--- src/rtl/ahb_burst_master.sv ---
// rtl/ahb_burst_master.sv - AHB-Lite burst master turning single commands into SINGLE/INCR transfers
// Streams write data in via valid/ready, read data out as valid pulses; honours wait states and ERROR.

module ahb_burst_master #(
  parameter int ADDR_WIDTH = 32,
  parameter int DATA_WIDTH = 32,
  parameter int MAX_LEN    = 16
) (
  input  logic                  HCLK,
  input  logic                  HRESET,
  input  logic                  cmd_valid,
  output logic                  cmd_ready,
  input  logic [ADDR_WIDTH-1:0] cmd_addr,
  input  logic                  cmd_write,
  input  logic [2:0]            cmd_size,
  input  logic [4:0]            cmd_len,
  input  logic [DATA_WIDTH-1:0] wdata,
  input  logic                  wdata_valid,
  output logic                  wdata_ready,
  output logic [DATA_WIDTH-1:0] rdata,
  output logic                  rdata_valid,
  output logic                  done,
  output logic                  err,
  output logic [ADDR_WIDTH-1:0] HADDR,
  output logic [1:0]            HTRANS,
  output logic                  HWRITE,
  output logic [2:0]            HSIZE,
  output logic [2:0]            HBURST,
  output logic [DATA_WIDTH-1:0] HWDATA,
  input  logic [DATA_WIDTH-1:0] HRDATA,
  input  logic                  HREADY,
  input  logic [1:0]            HRESP
);

  localparam logic [1:0] TR_IDLE   = 2'b00;
  localparam logic [1:0] TR_BUSY   = 2'b01;
  localparam logic [1:0] TR_NONSEQ = 2'b10;
  localparam logic [1:0] TR_SEQ    = 2'b11;
  localparam logic [2:0] BURST_SINGLE = 3'b000;
  localparam logic [2:0] BURST_INCR   = 3'b001;

  typedef enum logic [1:0] {S_IDLE, S_ACTIVE, S_LAST, S_ERR} state_t;

  state_t                state;
  logic [1:0]            trans_q;
  logic [4:0]            beats_left;
  logic                  dp_active;
  logic                  dp_write;
  logic [4:0]            len_eff;
  logic                  addr_accept;
  logic                  resp_err;
  logic [ADDR_WIDTH-1:0] next_addr;

  always_comb begin
    len_eff = cmd_len;
    if (cmd_len == 5'd0)
      len_eff = 5'd1;
    else if (cmd_len > 5'(MAX_LEN))
      len_eff = 5'(MAX_LEN);
  end

  // A write beat without data waits: IDLE before a fresh NONSEQ, BUSY inside a burst.
  always_comb begin
    HTRANS = trans_q;
    if (HWRITE && trans_q[1] && !wdata_valid)
      HTRANS = (trans_q == TR_NONSEQ) ? TR_IDLE : TR_BUSY;
  end

  assign addr_accept = HTRANS[1] && HREADY;
  assign wdata_ready = addr_accept && HWRITE;
  assign resp_err    = (HRESP != 2'b00);
  assign next_addr   = HADDR + (ADDR_WIDTH'(1) << HSIZE);

  always_ff @(posedge HCLK) begin
    if (HRESET) begin
      state       <= S_IDLE;
      trans_q     <= TR_IDLE;
      beats_left  <= 5'd0;
      dp_active   <= 1'b0;
      dp_write    <= 1'b0;
      HADDR       <= '0;
      HWRITE      <= 1'b0;
      HSIZE       <= 3'b010;
      HBURST      <= BURST_SINGLE;
      HWDATA      <= '0;
      cmd_ready   <= 1'b1;
      rdata       <= '0;
      rdata_valid <= 1'b0;
      done        <= 1'b0;
      err         <= 1'b0;
    end else begin
      done        <= 1'b0;
      err         <= 1'b0;
      rdata_valid <= 1'b0;

      if (dp_active && HREADY) begin
        dp_active <= 1'b0;
        if (!dp_write && !resp_err) begin
          rdata       <= HRDATA;
          rdata_valid <= 1'b1;
        end
      end

      if (addr_accept) begin
        dp_active  <= 1'b1;
        dp_write   <= HWRITE;
        beats_left <= beats_left - 5'd1;
        if (HWRITE)
          HWDATA <= wdata;
        if (beats_left == 5'd1) begin
          trans_q <= TR_IDLE;
        end else begin
          HADDR   <= next_addr;
          // Crossing a 1 KB boundary restarts the burst with NONSEQ.
          trans_q <= (next_addr[9:0] == 10'd0) ? TR_NONSEQ : TR_SEQ;
        end
      end

      case (state)
        S_IDLE: begin
          if (cmd_valid) begin
            state      <= S_ACTIVE;
            cmd_ready  <= 1'b0;
            HADDR      <= cmd_addr;
            HWRITE     <= cmd_write;
            HSIZE      <= cmd_size;
            HBURST     <= (len_eff == 5'd1) ? BURST_SINGLE : BURST_INCR;
            beats_left <= len_eff;
            trans_q    <= TR_NONSEQ;
          end
        end
        S_ACTIVE: begin
          if (dp_active && resp_err) begin
            trans_q <= TR_IDLE;
            if (HREADY) begin
              state     <= S_IDLE;
              dp_active <= 1'b0;
              cmd_ready <= 1'b1;
              done      <= 1'b1;
              err       <= 1'b1;
            end else begin
              state <= S_ERR;
            end
          end else if (addr_accept && beats_left == 5'd1) begin
            state <= S_LAST;
          end
        end
        S_LAST: begin
          if (dp_active && resp_err && !HREADY) begin
            state <= S_ERR;
          end else if (dp_active && HREADY) begin
            state     <= S_IDLE;
            cmd_ready <= 1'b1;
            done      <= 1'b1;
            err       <= resp_err;
          end
        end
        S_ERR: begin
          if (HREADY) begin
            state     <= S_IDLE;
            cmd_ready <= 1'b1;
            done      <= 1'b1;
            err       <= 1'b1;
          end
        end
        default: state <= S_IDLE;
      endcase
    end
  end

endmodule
--- config.mk ---
export PLATFORM = sky130hd
export DESIGN_NAME = ahb_burst_master
export DESIGN_NICKNAME = d
export VERILOG_FILES = /design/src/rtl/ahb_burst_master.sv
export SDC_FILE = /design/constraint.sdc
export NUM_CORES = 1
export LEC_CHECK = 0
export ABC_CLOCK_PERIOD_IN_PS = 2900
export BUFFER_PORTS_ARGS = -buffer_cell sky130_fd_sc_hd__buf_2
export CAP_MARGIN = 0
export CORE_MARGIN = 2
export CORE_UTILIZATION = 48
export CTS_CLUSTER_SIZE = 28
export DETAILED_ROUTE_END_ITERATION = 6
export GPL_ROUTABILITY_DRIVEN = 0
export GPL_TIMING_DRIVEN = 0
export PLACE_DENSITY = 0.79
export SLEW_MARGIN = 10
export SYNTH_ARGS = -nofsm -noshare
export SYNTH_HDL_FRONTEND = slang
export SYNTH_SLANG_ARGS = --single-unit
--- constraint.sdc ---
create_clock -name HCLK -period 2.9 [get_ports HCLK]
set_input_delay 0.145 -clock HCLK [delete_from_list [all_inputs] [get_ports HCLK]]
set_output_delay 0.145 -clock HCLK [all_outputs]
set_load 0.01 [all_outputs]
==> summary.md <==
## Pwr
* 3.53 nW — leakage power figure
* 0.256 — Sw Share
* 0.00345 W — P_int
* 558 nW/um^2 — total power divided by cell area
* 0.00119 W — switching power
* 0.000397 V — Max rail drop VDD
* 0.373 — share of power burned in registers
* 0.132 — Comb power frac
* 0.495 — share of power burned in the clock network

## Floorplanning
* 0.494 — initial standard-cell utilization of the core
* 12000 um^2 — overall die area
* 10800 um^2 — standard cell core area
* 38 — total number of placement rows
* 110 um — DIE HEIGHT
* 222 — IO Pins
* 110 um — width of the die

## Clocking
* 0.52 ns — insertion delay of the later-clocked pin in the worst-skew pair
* 0 — count of buffers added by post-CTS timing repair for setup
* 17 — cts bufs inserted
* 2 — number of buffers on the longest clock path
* 116 — sink count of the clock tree
* 4 — H-tree Lvls
* sky130_fd_sc_hd__clkbuf_8 — Root Driver
* 0.06 ns — clock transition at the register clock pins on the worst setup and hold paths after CTS
* yes — TritonCTS clock tree

## Drt
* 0 — post-detailed-route DRC marker count
* 16.4 um — post-detailed-route wirelength per cell
* 6276 — vias post-DR
* 423 — DRC marker count from the first detailed-route iteration
* 5.38 — drt via density
* 0 — Antenna Nets Post-Route
* 5 — DR pass1 iterations
* 19200 um — final wirelength

## Setup path
* sky130_fd_sc_hd__a211oi_1 — cell seen most often among critical-path stages
* HSIZE[2] — critical register-to-register path startpoint
* 0.43 ns — delay contributed by the slowest stage of the critical path
* sky130_fd_sc_hd__dfxtp_2 — standard cell with the maximum stage delay on the critical path
* flop — critical path launch point type
* nor3_1, ha_1, fa_1, a211oi_1, o21ai_2, o221ai_1, buf_4, nor4_1, xnor2_1, a211oi_1 — sequence of cells on the critical path
* reg2reg — WS Path Type
* 3.33 ns — data required time at the worst endpoint
* 10 — maximum net fanout on the critical path
* HADDR[20] — worst flop-to-flop path endpoint
* 10 — cell depth of the worst flop-to-flop path
* 3.15 ns — data arrival time of the worst path
* flop — critical path endpoint category
* 0.18 ns — flop-to-flop setup slack

## Final layout
* 1137 — layout net count
* 0 — total inserted antenna cells
* 1167 — fin cells
* 55.5% — Area growth, synth to finish
* 0.269 — fraction of layout cells with a size suffix above 1

## STA
* 0.938 — period utilization
* 2.72 ns — post-route minimum period
* 0.313 — worst-case headroom to the max-slew limit
* 1.02 ns — Tightest Pin Transition
* 0 ns — final sum of negative setup slack
* 0 — Final Hold Vio Count
* 0.180 ns — Worst Setup Slack, final
* 0.0101 ns — setup skew after layout
* 0.368 GHz — maximum operating frequency
* 0 — final number of setup-violating endpoints
* false — unrepaired setup endpoints after global routing
* 0 — final slew viol count

## Synth
* 0 — number of enable flip-flop cells after synthesis
* 116 — register bit count reported by yosys
* sky130_fd_sc_hd__dfxtp_1 — Top FF cell, synth
* 0.434 — share of synthesized area occupied by flip-flops and latches
* 57 — post-synthesis cell type count
* 674 — Gate Count Post-Synth
* 0 — count of yosys warnings during synthesis
* 0 — fraction of synthesis flops using an asynchronous set or reset pin
* 5350 um^2 — post-synthesis cell area
* 7.94 um^2 — average instance area after synthesis

## Worst hold path
* 5 — Cells on Worst Hold Path
* in2reg — path category of the worst min-delay check
* beats_left[0] — Min-Delay Endpoint
* cmd_len[0] — origin of the worst min-delay path

## GRT
* 1 — number of antenna violations at the first check in global routing
* 0.318 — global-route usage over all layers
* 6019 — vias in the first global route
* 29400 um — wire length of the first global-routing pass
* 0 — remaining global-route overflow
* 17 — pin count of the biggest net entering global routing

## Job
* 0 — max-cap violation count

## Run status
* complete, no violations — outcome

## Placement
* 1033 — # placed instances
* 11600 um — Final HPWL DP
* -0.0734 ns — Post-Place Setup Slack
* 218 — port buffer count

==> synth_stat cells, types with 9 or more instances <==
cell type,n,area share
sky130_fd_sc_hd__nand2_1,171,0.12
sky130_fd_sc_hd__dfxtp_1,116,0.43
sky130_fd_sc_hd__a21oi_1,91,0.085
sky130_fd_sc_hd__nor2_1,47,0.033
sky130_fd_sc_hd__clkbuf_1,41,0.029
sky130_fd_sc_hd__a211oi_1,25,0.035
sky130_fd_sc_hd__xnor2_1,24,0.039
sky130_fd_sc_hd__a311oi_1,12,0.020
sky130_fd_sc_hd__inv_1,11,0.0077
sky130_fd_sc_hd__ha_1,10,0.023
sky130_fd_sc_hd__o21ai_0,10,0.0094
sky130_fd_sc_hd__nor3_1,9,0.0084
==> worst max-delay path by stage <==
stage | from | endpoint | depth (start not counted)
2_1_floorplan | HSIZE[2] | HADDR[16] | 11
3_3_place_gp | HSIZE[0] | HADDR[31] | 9
3_5_place_dp | HSIZE[2] | HADDR[22] | 11
4_1_cts | HSIZE[2] | HADDR[20] | 10
5_1_grt | HSIZE[2] | HADDR[31] | 8
6_report | HSIZE[2] | HADDR[20] | 10
==> routing by layer <==
layer  routed length [um]  track usage  vias up
met5                   17            0        -
met2                 9330        0.527      301
li1                     -            -     3017
met4                  817        0.177        2
met3                 1390       0.0901       81
met1                 7610        0.369     2875
==> final cells by class <==
| class | instances | area (um^2) |
|---|---|---|
| Buffer | 46 | 188 |
| Clock buffer | 17 | 414 |
| Clock inverter | 15 | 229 |
| Fill cell | 736 | 2520 |
| Inverter | 11 | 41.3 |
| Multi-Input combinational cell | 498 | 2800 |
| Sequential cell | 116 | 2330 |
| Tap cell | 140 | 175 |
| Timing Repair Buffer | 324 | 2150 |
==> per-stage QoR <==
| step | cell area, um^2 | hold WS [ns] | power [W] | utilization |
|---|---|---|---|---|
| detailed placement | 6620 | 0.374 | 0.00224 | 0.611 |
| global route | 8320 | 0.0678 | 0.00479 | 0.768 |
| global placement | 6620 | 0.360 | 0.00223 | 0.611 |
| floorplan | 5350 | 0.269 | 0.00203 | - |
| finish | 8320 | 0.0269 | 0.00464 | 0.768 |
| CTS | 8310 | 0.0124 | 0.00461 | 0.767 |
==> registers in the layout (all words and copies together), names as in the netlist <==
name	count
HADDR	32
HWDATA	32
rdata	32
beats_left	5
HSIZE	3
state	2
trans_q	2
HBURST	1
HWRITE	1
cmd_ready	1
done	1
dp_active	1
dp_write	1
err	1
rdata_valid	1
==> cell families (layout without fill, tap and decap cells) <==
group                      after synthesis  in the layout  share of synthesized area
AOI/OAI and AO/OA                      164            164                      0.192
xor gates and xnor gates                29             29                     0.0475
adders and majority gates               11             11                     0.0271
buffers and inverters                   61            413                     0.0451
DFF                                    116            116                      0.434
muxes                                    1              1                    0.00210
other                                    1              2                   0.000701
and+or+nand+nor                        291            291                      0.252
==> critical path: cells and delay by family (launching register included) <==
family	cells	cell delay, ns
compound gates	4	0.99
fa+ha+maj	2	0.63
flops	1	0.43
buf+inv	1	0.25
simple gates	2	0.17
xor+xnor	1	0.14
==> power by group through the flow <==
stage	Combinational (W)	Clock, W	Sequential (W)
after floorplan	0.000264	0	0.00177
after global placement	0.000483	0	0.00175
after detailed placement	0.000487	0	0.00175
after CTS	0.000595	0.00229	0.00172
after global routing	0.000663	0.00239	0.00174
final	0.000612	0.00230	0.00173
==> placed cells by master, fill, tap and decap left out, drive strengths merged, types with 5 or more instances in the layout <==
cell type    netlist  final
nand3             10     10
clkinv             0      6
a21oi             91     91
a311oi            13     13
dfxtp            116    116
nand2            172    172
dlygate4sd3        0    106
a211oi            25     25
buf                9    226
bufinv             0      5
inv               11     14
xnor2             24     24
xor2               5      5
and3               5      5
nor2              47     47
or3                8      8
nor3              13     13
ha                10     10
o21ai             11     11
nor4               6      6
clkbuf            41     55
==> timing repair <==
action                                  in CTS  in global routing
hold endpoints to repair                   106                  0
endpoints found under the setup margin      11                 18
cloned                                       0                  0
resized for setup                            0                  7
hold buffers                               106                  0
Power figures use the tool's default switching activity.
